--- src/rtl/rng_word_server.sv ---
// Buffers one keystream block and serves it LSB-first as a stream of words.
// Each served slot is shifted out and zero-filled so no word is ever served twice.
module rng_word_server #(
  parameter int BLOCK_WIDTH = 512,
  parameter int WORD_WIDTH  = 32,
  parameter int COUNT_WIDTH = 16
) (
  input  logic                                     clock,
  input  logic                                     reset_n,
  input  logic                                     clear,
  input  logic [BLOCK_WIDTH-1:0]                   block_in,
  input  logic                                     block_valid,
  output logic                                     block_ready,
  output logic [WORD_WIDTH-1:0]                    word_out,
  output logic                                     word_valid,
  input  logic                                     word_ready,
  output logic [$clog2(BLOCK_WIDTH/WORD_WIDTH):0]  words_left,
  output logic [COUNT_WIDTH-1:0]                   blocks_served
);

  localparam int NUM_WORDS  = BLOCK_WIDTH / WORD_WIDTH;
  localparam int LEFT_WIDTH = $clog2(NUM_WORDS) + 1;

  typedef enum logic {
    EMPTY   = 1'b0,
    SERVING = 1'b1
  } state_t;

  state_t                  r_state;
  state_t                  w_next_state;
  logic [BLOCK_WIDTH-1:0]  r_buffer;
  logic [LEFT_WIDTH-1:0]   r_words_left;
  logic [COUNT_WIDTH-1:0]  r_blocks_served;
  logic                    w_block_accept;
  logic                    w_word_accept;
  logic                    w_last_word;

  always_comb begin
    w_next_state   = r_state;
    w_block_accept = 1'b0;
    w_word_accept  = 1'b0;
    w_last_word    = 1'b0;
    block_ready    = 1'b0;
    word_valid     = 1'b0;
    case (r_state)
      EMPTY: begin
        block_ready    = !clear;
        w_block_accept = block_valid;
        if (block_valid) w_next_state = SERVING;
      end
      SERVING: begin
        word_valid    = 1'b1;
        w_word_accept = word_ready;
        w_last_word   = word_ready && (r_words_left == LEFT_WIDTH'(1));
        if (w_last_word) w_next_state = EMPTY;
      end
      default: w_next_state = EMPTY;
    endcase
    // Clear wins over any handshake in the same cycle.
    if (clear) begin
      w_next_state   = EMPTY;
      w_block_accept = 1'b0;
      w_word_accept  = 1'b0;
      w_last_word    = 1'b0;
    end
  end

  always_ff @(posedge clock or negedge reset_n) begin
    if (!reset_n) r_state <= EMPTY;
    else          r_state <= w_next_state;
  end

  always_ff @(posedge clock or negedge reset_n) begin
    if (!reset_n) begin
      r_buffer        <= '0;
      r_words_left    <= '0;
      r_blocks_served <= '0;
    end else if (clear) begin
      r_buffer        <= '0;
      r_words_left    <= '0;
      r_blocks_served <= '0;
    end else if (w_block_accept) begin
      r_buffer     <= block_in;
      r_words_left <= LEFT_WIDTH'(NUM_WORDS);
    end else if (w_word_accept) begin
      r_buffer     <= r_buffer >> WORD_WIDTH;
      r_words_left <= r_words_left - LEFT_WIDTH'(1);
      if (w_last_word) r_blocks_served <= r_blocks_served + COUNT_WIDTH'(1);
    end
  end

  assign word_out      = r_buffer[WORD_WIDTH-1:0];
  assign words_left    = r_words_left;
  assign blocks_served = r_blocks_served;

endmodule

--- config.mk ---
export PLATFORM = sky130hd
export DESIGN_NAME = rng_word_server
export DESIGN_NICKNAME = d
export VERILOG_FILES = /design/src/rtl/rng_word_server.sv
export SDC_FILE = /design/constraint.sdc
export NUM_CORES = 1
export LEC_CHECK = 0
export CAP_MARGIN = 20
export CORE_ASPECT_RATIO = 0.9
export CORE_UTILIZATION = 47
export CTS_BUF_LIST = sky130_fd_sc_hd__clkbuf_4
export CTS_CLUSTER_DIAMETER = 150
export DETAILED_ROUTE_END_ITERATION = 10
export GPL_ROUTABILITY_DRIVEN = 0
export HOLD_SLACK_MARGIN = 0.1
export PLACE_DENSITY_LB_ADDON = 0.15
export SETUP_SLACK_MARGIN = 0.05
export SYNTH_ARGS = -nofsm -noshare
export SYNTH_HDL_FRONTEND = slang
export SYNTH_SLANG_ARGS = --single-unit
--- constraint.sdc ---
create_clock -name clock -period 1.8 [get_ports clock]
set_input_delay 0.36 -clock clock [delete_from_list [all_inputs] [get_ports clock]]
set_output_delay 0.36 -clock clock [all_outputs]
set_load 0.05 [all_outputs]
==> results of run 1 <==
-- synth_stat cells (5+ instances only) --
cell	n	area, µm²
a21oi_1	10	50.1
buf_4	34	255
xnor2_1	6	52.6
dfrtp_1	534	13400
mux2i_1	480	4800
a22o_1	32	280
clkbuf_1	58	218
nand2_1	490	1840
o21ai_0	488	2440
buf_2	110	551
nor2_1	12	45.0
or3_1	6	37.5
nand4_1	5	31.3
-- stage by stage --
step | cell area [µm²] | setup WS (ns) | TNS, ns
2_1_floorplan | 24800 | -0.133 | -0.458
3_3_place_gp | 31600 | -0.528 | -171.10
3_5_place_dp | 31600 | -0.538 | -181.17
4_1_cts | 43100 | -0.405 | -142.10
-- cell families after synthesis --
family / count (synthesis) / share of synthesized area
XOR/XNOR: 10 / 0.00360
multiplexers: 480 / 0.198
adder cells (fa/ha/maj): 3 / 0.00154
AND/OR/NAND/NOR: 538 / 0.0890
flip-flops: 534 / 0.550
AO/OA/AOI/OAI: 536 / 0.116
buffers and inverters: 207 / 0.0429
-- layer usage --
metal | overflow | global-route usage
met1 | 0 | 0.620
met2 | 1 | 0.909
met3 | 0 | 0.366
met4 | 4 | 0.686
met5 | 0 | 0.0432
-- timing repair --
action / 4_1_cts
cloned: 77
pin swaps: 39
gates resized for setup: 568
hold buffers: 508
buffers inserted: 119
setup endpoints to repair: 217
hold endpoints to repair: 1039
==> qor.csv, run 1 <==
metric,value,unit
Row Count,78,
IO buf count,571,
Die Ht,218,µm
largest net degree at the start of global routing,59,
Yosys Warn Count,0,
status,aborted with a tool error,
initial antenna violation count,24,
Async SR Flop Fraction,1.00,
H-tree depth,4,
"FF+latch count, synth",534,
"Top FF cell, synth",dfrtp_1,
First Err,[ERROR GRT-0232] Routing congestion too high. Check the congestion heatmap in the GUI.,
Overflow after GRT,5,
CTS Buffer Depth,3,
syn nets,2828,
library cells used by synthesis,38,
clock sink total,534,
syn avg cell area,10.5,µm²
Syn Inst Count,2308,
fraction of the yosys area taken by sequential cells,0.550,
Post-synth EDFFs,0,
Starting Density,0.479,
die width,242,µm
CTS buffer count,142,
Ports,572,
total track usage,0.637,
worst ep type,output port,
Synth Cell Area,0.0243,mm²
CTS Root Cell,clkbuf_4,
stage reached,global routing (5_1_grt),
DP HPWL,58100,µm
post-GRT worst EP,block_ready,
Placed Cells,3490,
==> inputs of run 2 (changes only) <==
Settings changed: CORE_ASPECT_RATIO 0.9 to not set, CORE_UTILIZATION 47 to 40, CTS_BUF_LIST sky130_fd_sc_hd__clkbuf_4 to not set, CTS_CLUSTER_DIAMETER 150 to not set, HOLD_SLACK_MARGIN 0.1 to not set, SETUP_SLACK_MARGIN 0.05 to not set.
Clock period 1.8 ns to 2.35 ns, I/O delays scaled along.
==> run 2 against run 1 <==
Against the previous run: the flow now finishes without violations; synthesized area unchanged; synthesized cell count unchanged.
==> qor.csv, run 2 <==
metric,value,unit,change
via count of the first global-routing pass,20083,,
Seq pwr share,0.444,,
Crit path largest cell delay,0.83,ns,
sw power,5.37,mW,
RSZ-0062 raised after global routing,false,,
clock share of power,0.421,,
crit path launch type,flip-flop,,
synth top area cells,"dfrtp_1 55%, mux2i_1 20%, o21ai_0 10%",,unchanged
Leak,13.9,nW,
Post-synth EDFFs,0,,unchanged
slowest CP cell,clkdlybuf4s50_1,,
Achievable Freq,432,MHz,
PD cells,652,mW/mm²,
Overflow after GRT,0,,
clk slew on worst S/H paths,0.06,ns,
CTS Buffer Depth,3,,unchanged
IO buf count,571,,unchanged
required time of the critical path,1.88,ns,
Syn Inst Count,2308,,unchanged
Hold WC Path Type,in2async,,
Synth Cell Area,0.0243,mm²,unchanged
CP max FO,4,,
"most common cell after layout, fill and taps aside",clkdlybuf4s50_1,,
total die area,0.0618,mm²,
Yosys top cell area share,0.550,,unchanged
Logic pwr share,0.135,,
status,completed,,was aborted with a tool error
Worst Path Arrival,1.84,ns,
final worst slack,0.0376,ns,
CTS tree,yes,,
Async SR Flop Fraction,1.00,,unchanged
VDD IR max,0.486,mV,
DRC Markers,0,,
library cells used by synthesis,38,,unchanged
layout cells sized above 1,0.0771,,
final-stage net count,3383,,
fin crit share,0.984,,
Biggest register,r_buffer,,
"worst slack, placed",-0.0474,ns,was -0.538 ns
CTS buffer count,57,,was 142
Die Ht,249,µm,was 218 µm
fraction of the yosys area taken by sequential cells,0.550,,unchanged
ANT nets after route,0,,
Internal Pwr Total,16.6,mW,
Final Slew Violations,0,,
Core Box Area,0.0602,mm²,
Commonest cells post-synth,"534 x dfrtp_1, 490 x nand2_1, 488 x o21ai_0",,unchanged
Max transition margin,0.604,,
Final Setup Violations,0,,
crit-path cells,clkdlybuf4s50_1,,
Ports,572,,unchanged
postcts setup bufs,0,,was 119
Synth area leader,dfrtp_1,,unchanged
Starting Density,0.404,,was 0.479
syn nets,2828,,unchanged
"count leader, synth",dfrtp_1,,unchanged
syn avg cell area,10.5,µm²,unchanged
via count,19086,,
largest net degree at the start of global routing,74,,
drt first pass iters,5,,
"Top FF cell, synth",dfrtp_1,,unchanged
DR vias/cell,5.15,,
total track usage,0.251,,
max reg flops,512,,
final core occ,0.558,,
H-tree depth,2,,was 4
Non-Filler Instances,3704,,
die width,249,µm,was 242 µm
Routed WL per cell,21.1,µm,
Layout area overhead,38.3,%,
highest-count cells in the layout ignoring fill and taps,"550 x clkdlybuf4s50_1, 534 x dfrtp_1, 490 x nand2_1",,
final WL,78100,µm,
Max Cap Viol,0,,
"Hold Vio Cnt, Final",0,,
Final Critical Period,2.31,ns,
Yosys Warn Count,0,,unchanged
Placed Cells,3585,,was 3490
Row Count,90,,was 78
initial drt markers,967,,
Worst-Skew Late Latency,0.62,ns,
initial antenna violation count,34,,
Clock Skews,0.0217,ns,
"FF+latch count, synth",534,,unchanged
CTS Root Cell,clkbuf_16,,was clkbuf_4
crit path kind,reg2out,,
first-pass GRT wire length,119000,µm,
Buf/Inv on CP,1,,
Top Family by Delay on Critical Path,buffers and inverters,,
DP HPWL,59200,µm,was 58100 µm
kind of capture point of the worst setup path,primary output,,
switching share of power,0.245,,
Worst Max-Slew Pin Slew,0.594,ns,
clock sink total,534,,unchanged
[run 2: through the flow]
step                cell area, µm²  total power, mW  setup TNS [ns]  hold slack [ns]
global route                 33600             22.8               0            0.428
global placement             31700             12.9         -0.0765            0.461
detailed placement           31700             12.9          -0.448            0.469
floorplan                    24300             11.1               0            0.174
CTS                          33600             22.2               0            0.414
finish                       33600             21.9               0            0.408
[run 2: worst paths after layout]
check | start | to | slack [ns] | depth (start not counted)
min in group clock | block_in[488] | r_buffer[488] | 0.45 | 2
worst max register to register | words_left[1] | blocks_served[11] | 0.23 | 6
worst min register to register | r_buffer[178] | r_buffer[178] | 0.47 | 2
worst max-delay path | blocks_served[12] | blocks_served[12] | 0.04 | 1
max in group asynchronous | reset_n | r_buffer[214] | 1.09 | 3
worst min-delay path | reset_n | r_buffer[43] | 0.41 | 2
[run 2: power by group through the flow]
stage	logic, mW	registers (mW)	clock network [mW]
after CTS	3.00	9.74	9.43
final	2.96	9.74	9.24
after detailed placement	2.99	9.91	0
after global placement	2.96	9.90	0
after global routing	3.19	9.77	9.79
after floorplan	1.23	9.83	0
[run 2: metal layers]
metal	global-route usage	part of all wire	routed length, µm
met4	0.100	0.032	2470
met2	0.435	0.51	39500
met3	0.0613	0.057	4490
met5	0	0.0025	197
met1	0.299	0.40	31500
[run 2: repair_timing]
| item | CTS | global route |
|---|---|---|
| hold buffers | 1 | 0 |
| gates resized for setup | 14 | 4 |
| endpoints found under the setup margin | 14 | 4 |
| hold endpoints to repair | 38 | 0 |
[run 2: cell families (layout without fill, tap and decap cells)]
kind of cell,Yosys count,after routing,share of synthesized area
adder cells (fa/ha/maj),3,3,0.00154
XOR/XNOR,10,10,0.00360
AO/OA/AOI/OAI,536,536,0.116
other,0,18,0
multiplexers,480,480,0.198
AND/OR/NAND/NOR,538,538,0.0890
flip-flops,534,534,0.550
buffers and inverters,207,803,0.0429
[run 2: layout make-up]
class / count / area, µm²
diodes: 18 / 45.0
clock buffers: 91 / 1760
clock inverters: 9 / 149
fillers: 5253 / 26600
inverters: 4 / 15.0
multi-input cells: 1567 / 9920
flip-flops and latches: 534 / 13400
well taps: 782 / 978
repair buffers: 699 / 7410
(Power assumes the default switching activity.)
==> inputs of run 3 (changes only) <==
Settings changed: ABC_AREA set to 0, CTS_BUF_LIST set to sky130_fd_sc_hd__clkbuf_4 sky130_fd_sc_hd__clkbuf_8.
==> run 3 against run 2 <==
Against the previous run: cell count grew 1.9%; clock skew increased by 0.013 ns; global-route usage grew 0.28 points; fmax is 1.4% higher; combinational power about the same; sequential power about the same; sequential cell count did not move; critical path depth did not move; clock power is 1% higher; worst hold slack worse by 0.076 ns; total power rose by 0.36%; largest power group unchanged.
==> qor.csv, run 3 (synthesis results as in run 2) <==
metric,value,unit,change
Worst Setup SP,r_buffer[21],,was blocks_served[12]
status,completed,,unchanged
Total Power,22.0,mW,was 21.9 mW
total track usage,0.254,,was 0.251
Buf/Inv on CP,1,,unchanged
Ports,572,,unchanged
IO buf count,571,,unchanged
VDD IR max,0.490,mV,was 0.486 mV
fin crit share,0.970,,was 0.984
Max transition margin,0.610,,was 0.604
final WL,78500,µm,was 78100 µm
"Hold Vio Cnt, Final",0,,unchanged
CTS Buffer Depth,3,,unchanged
layout cells sized above 1,0.103,,was 0.0771
required time of the critical path,1.88,ns,about the same
crit path kind,reg2out,,unchanged
"most common cell after layout, fill and taps aside",dfrtp_1,,was clkdlybuf4s50_1
number of fill cells,5320,,was 5253
Leak,14.2,nW,was 13.9 nW
crit-path cells,clkdlybuf4s50_1,,unchanged
DP HPWL,59200,µm,unchanged
Layout area overhead,38.7,%,was 38.3%
Clock Skews,0.0352,ns,was 0.0217 ns
Row Count,90,,unchanged
initial drt markers,1041,,was 967
kind of capture point of the worst setup path,primary output,,unchanged
WHS,0.332,ns,was 0.408 ns
initial antenna violation count,40,,was 34
first-pass GRT wire length,120000,µm,was 119000 µm
Worst Max-Slew Pin Slew,0.585,ns,was 0.594 ns
Non-Filler Instances,3773,,was 3704
max reg flops,512,,unchanged
Routed WL per cell,20.8,µm,was 21.1 µm
Overflow after GRT,0,,unchanged
PD cells,653,mW/mm²,was 652 mW/mm²
register area,0.0134,mm²,unchanged
ANT nets after route,0,,unchanged
DRC Markers,0,,unchanged
Starting Density,0.404,,unchanged
clk slew on worst S/H paths,0.06,ns,about the same
r2r startpoint,words_left[1],,unchanged
drt first pass iters,5,,unchanged
Placed Cells,3585,,unchanged
Final Slew Violations,0,,unchanged
Biggest register,r_buffer,,unchanged
final core occ,0.560,,was 0.558
RSZ-0062 raised after global routing,false,,unchanged
Max Cap Viol,0,,unchanged
Achievable Freq,439,MHz,was 432 MHz
CTS buffer count,94,,was 57
setup TNS,0,ns,unchanged
Hold WC Path Type,in2async,,unchanged
via count of the first global-routing pass,20435,,was 20083
largest net degree at the start of global routing,74,,unchanged
postcts setup bufs,0,,unchanged
Final Setup Violations,0,,unchanged
Final Critical Period,2.28,ns,was 2.31 ns
Top Family by Delay on Critical Path,buffers and inverters,,unchanged
DR vias/cell,5.13,,was 5.15
Crit path largest cell delay,0.80,ns,was 0.83 ns
final-stage net count,3420,,was 3383
Die Ht,249,µm,unchanged
total die area,0.0618,mm²,unchanged
via count,19338,,was 19086
CP max FO,2,,was 4
H-tree depth,3,,was 2
slowest CP cell,clkdlybuf4s50_1,,unchanged
crit path launch type,flip-flop,,unchanged
Core Box Area,0.0602,mm²,unchanged
clock sink total,534,,unchanged
CTS tree,yes,,unchanged
Worst Path Arrival,1.81,ns,was 1.84 ns
CTS Root Cell,clkbuf_8,,was clkbuf_16
die width,249,µm,unchanged
Multi-input gate area,0.00992,mm²,unchanged
Worst-Skew Late Latency,0.68,ns,was 0.62 ns
highest-count cells in the layout ignoring fill and taps,"534 x dfrtp_1, 516 x clkdlybuf4s50_1, 490 x nand2_1",,"was 550 x clkdlybuf4s50_1, 534 x dfrtp_1, 490 x nand2_1"
run 3: per-stage QoR:
stage          worst slack (ns)  cell area, µm²
2_1_floorplan             0.232           24300
3_3_place_gp            -0.0257           31700
3_5_place_dp            -0.0474           31700
4_1_cts                 0.00297           33700
5_1_grt                0.000654           33700
6_report                 0.0699           33700
run 3: where the power goes:
group	switching, mW	internal [mW]	leakage [nW]
Combinational	1.40	1.55	5.71
Clock	3.92	5.41	1.10
Sequential	0.229	9.52	7.37
Total	5.55	16.5	14.2
run 3: path summary, 6_finish.rpt:
check / end / slack, ns / cells after the start
min reg2reg: r_buffer[178] / 0.48 / 2
min: r_buffer[43] / 0.33 / 2
min in group clock: r_buffer[495] / 0.40 / 2
max in group asynchronous: r_buffer[307] / 1.14 / 3
max reg2reg: blocks_served[11] / 0.25 / 6
max: word_out[21] / 0.07 / 1
run 3: routing by layer:
layer  routed length (µm)  vias to the layer above  part of all wire  GRT usage
met4                 2730                       38             0.035      0.113
met2                39600                      516              0.50      0.435
met1                31400                     9433              0.40      0.297
met3                 4560                      174             0.058     0.0707
li1                     -                     9177                 -          -
met5                  231                        -            0.0029          0
run 3: worst register-to-register path, cell delays in order (launching register included):
cell	delay [ns]
dfrtp_1	0.43
inv_1	0.11
ha_1	0.18
nor4b_4	0.44
nand4_1	0.33
or3_1	0.40
a21oi_1	0.14
run 3: layout make-up:
cell class / instances / share of cell area
Timing Repair Buffer: 699 / 0.218
Multi-Input combinational cell: 1567 / 0.294
Tap cell: 782 / 0.0290
Clock inverter: 20 / 0.00630
Antenna cell: 20 / 0.00148
Clock buffer: 147 / 0.0546
Sequential cell: 534 / 0.396
Inverter: 4 / 0.000445
run 3: what timing repair did:
item                       4_1_cts  5_1_grt
resized for setup               52        0
hold buffers                     1        0
setup endpoints to repair       52        0
hold endpoints to repair        38        0
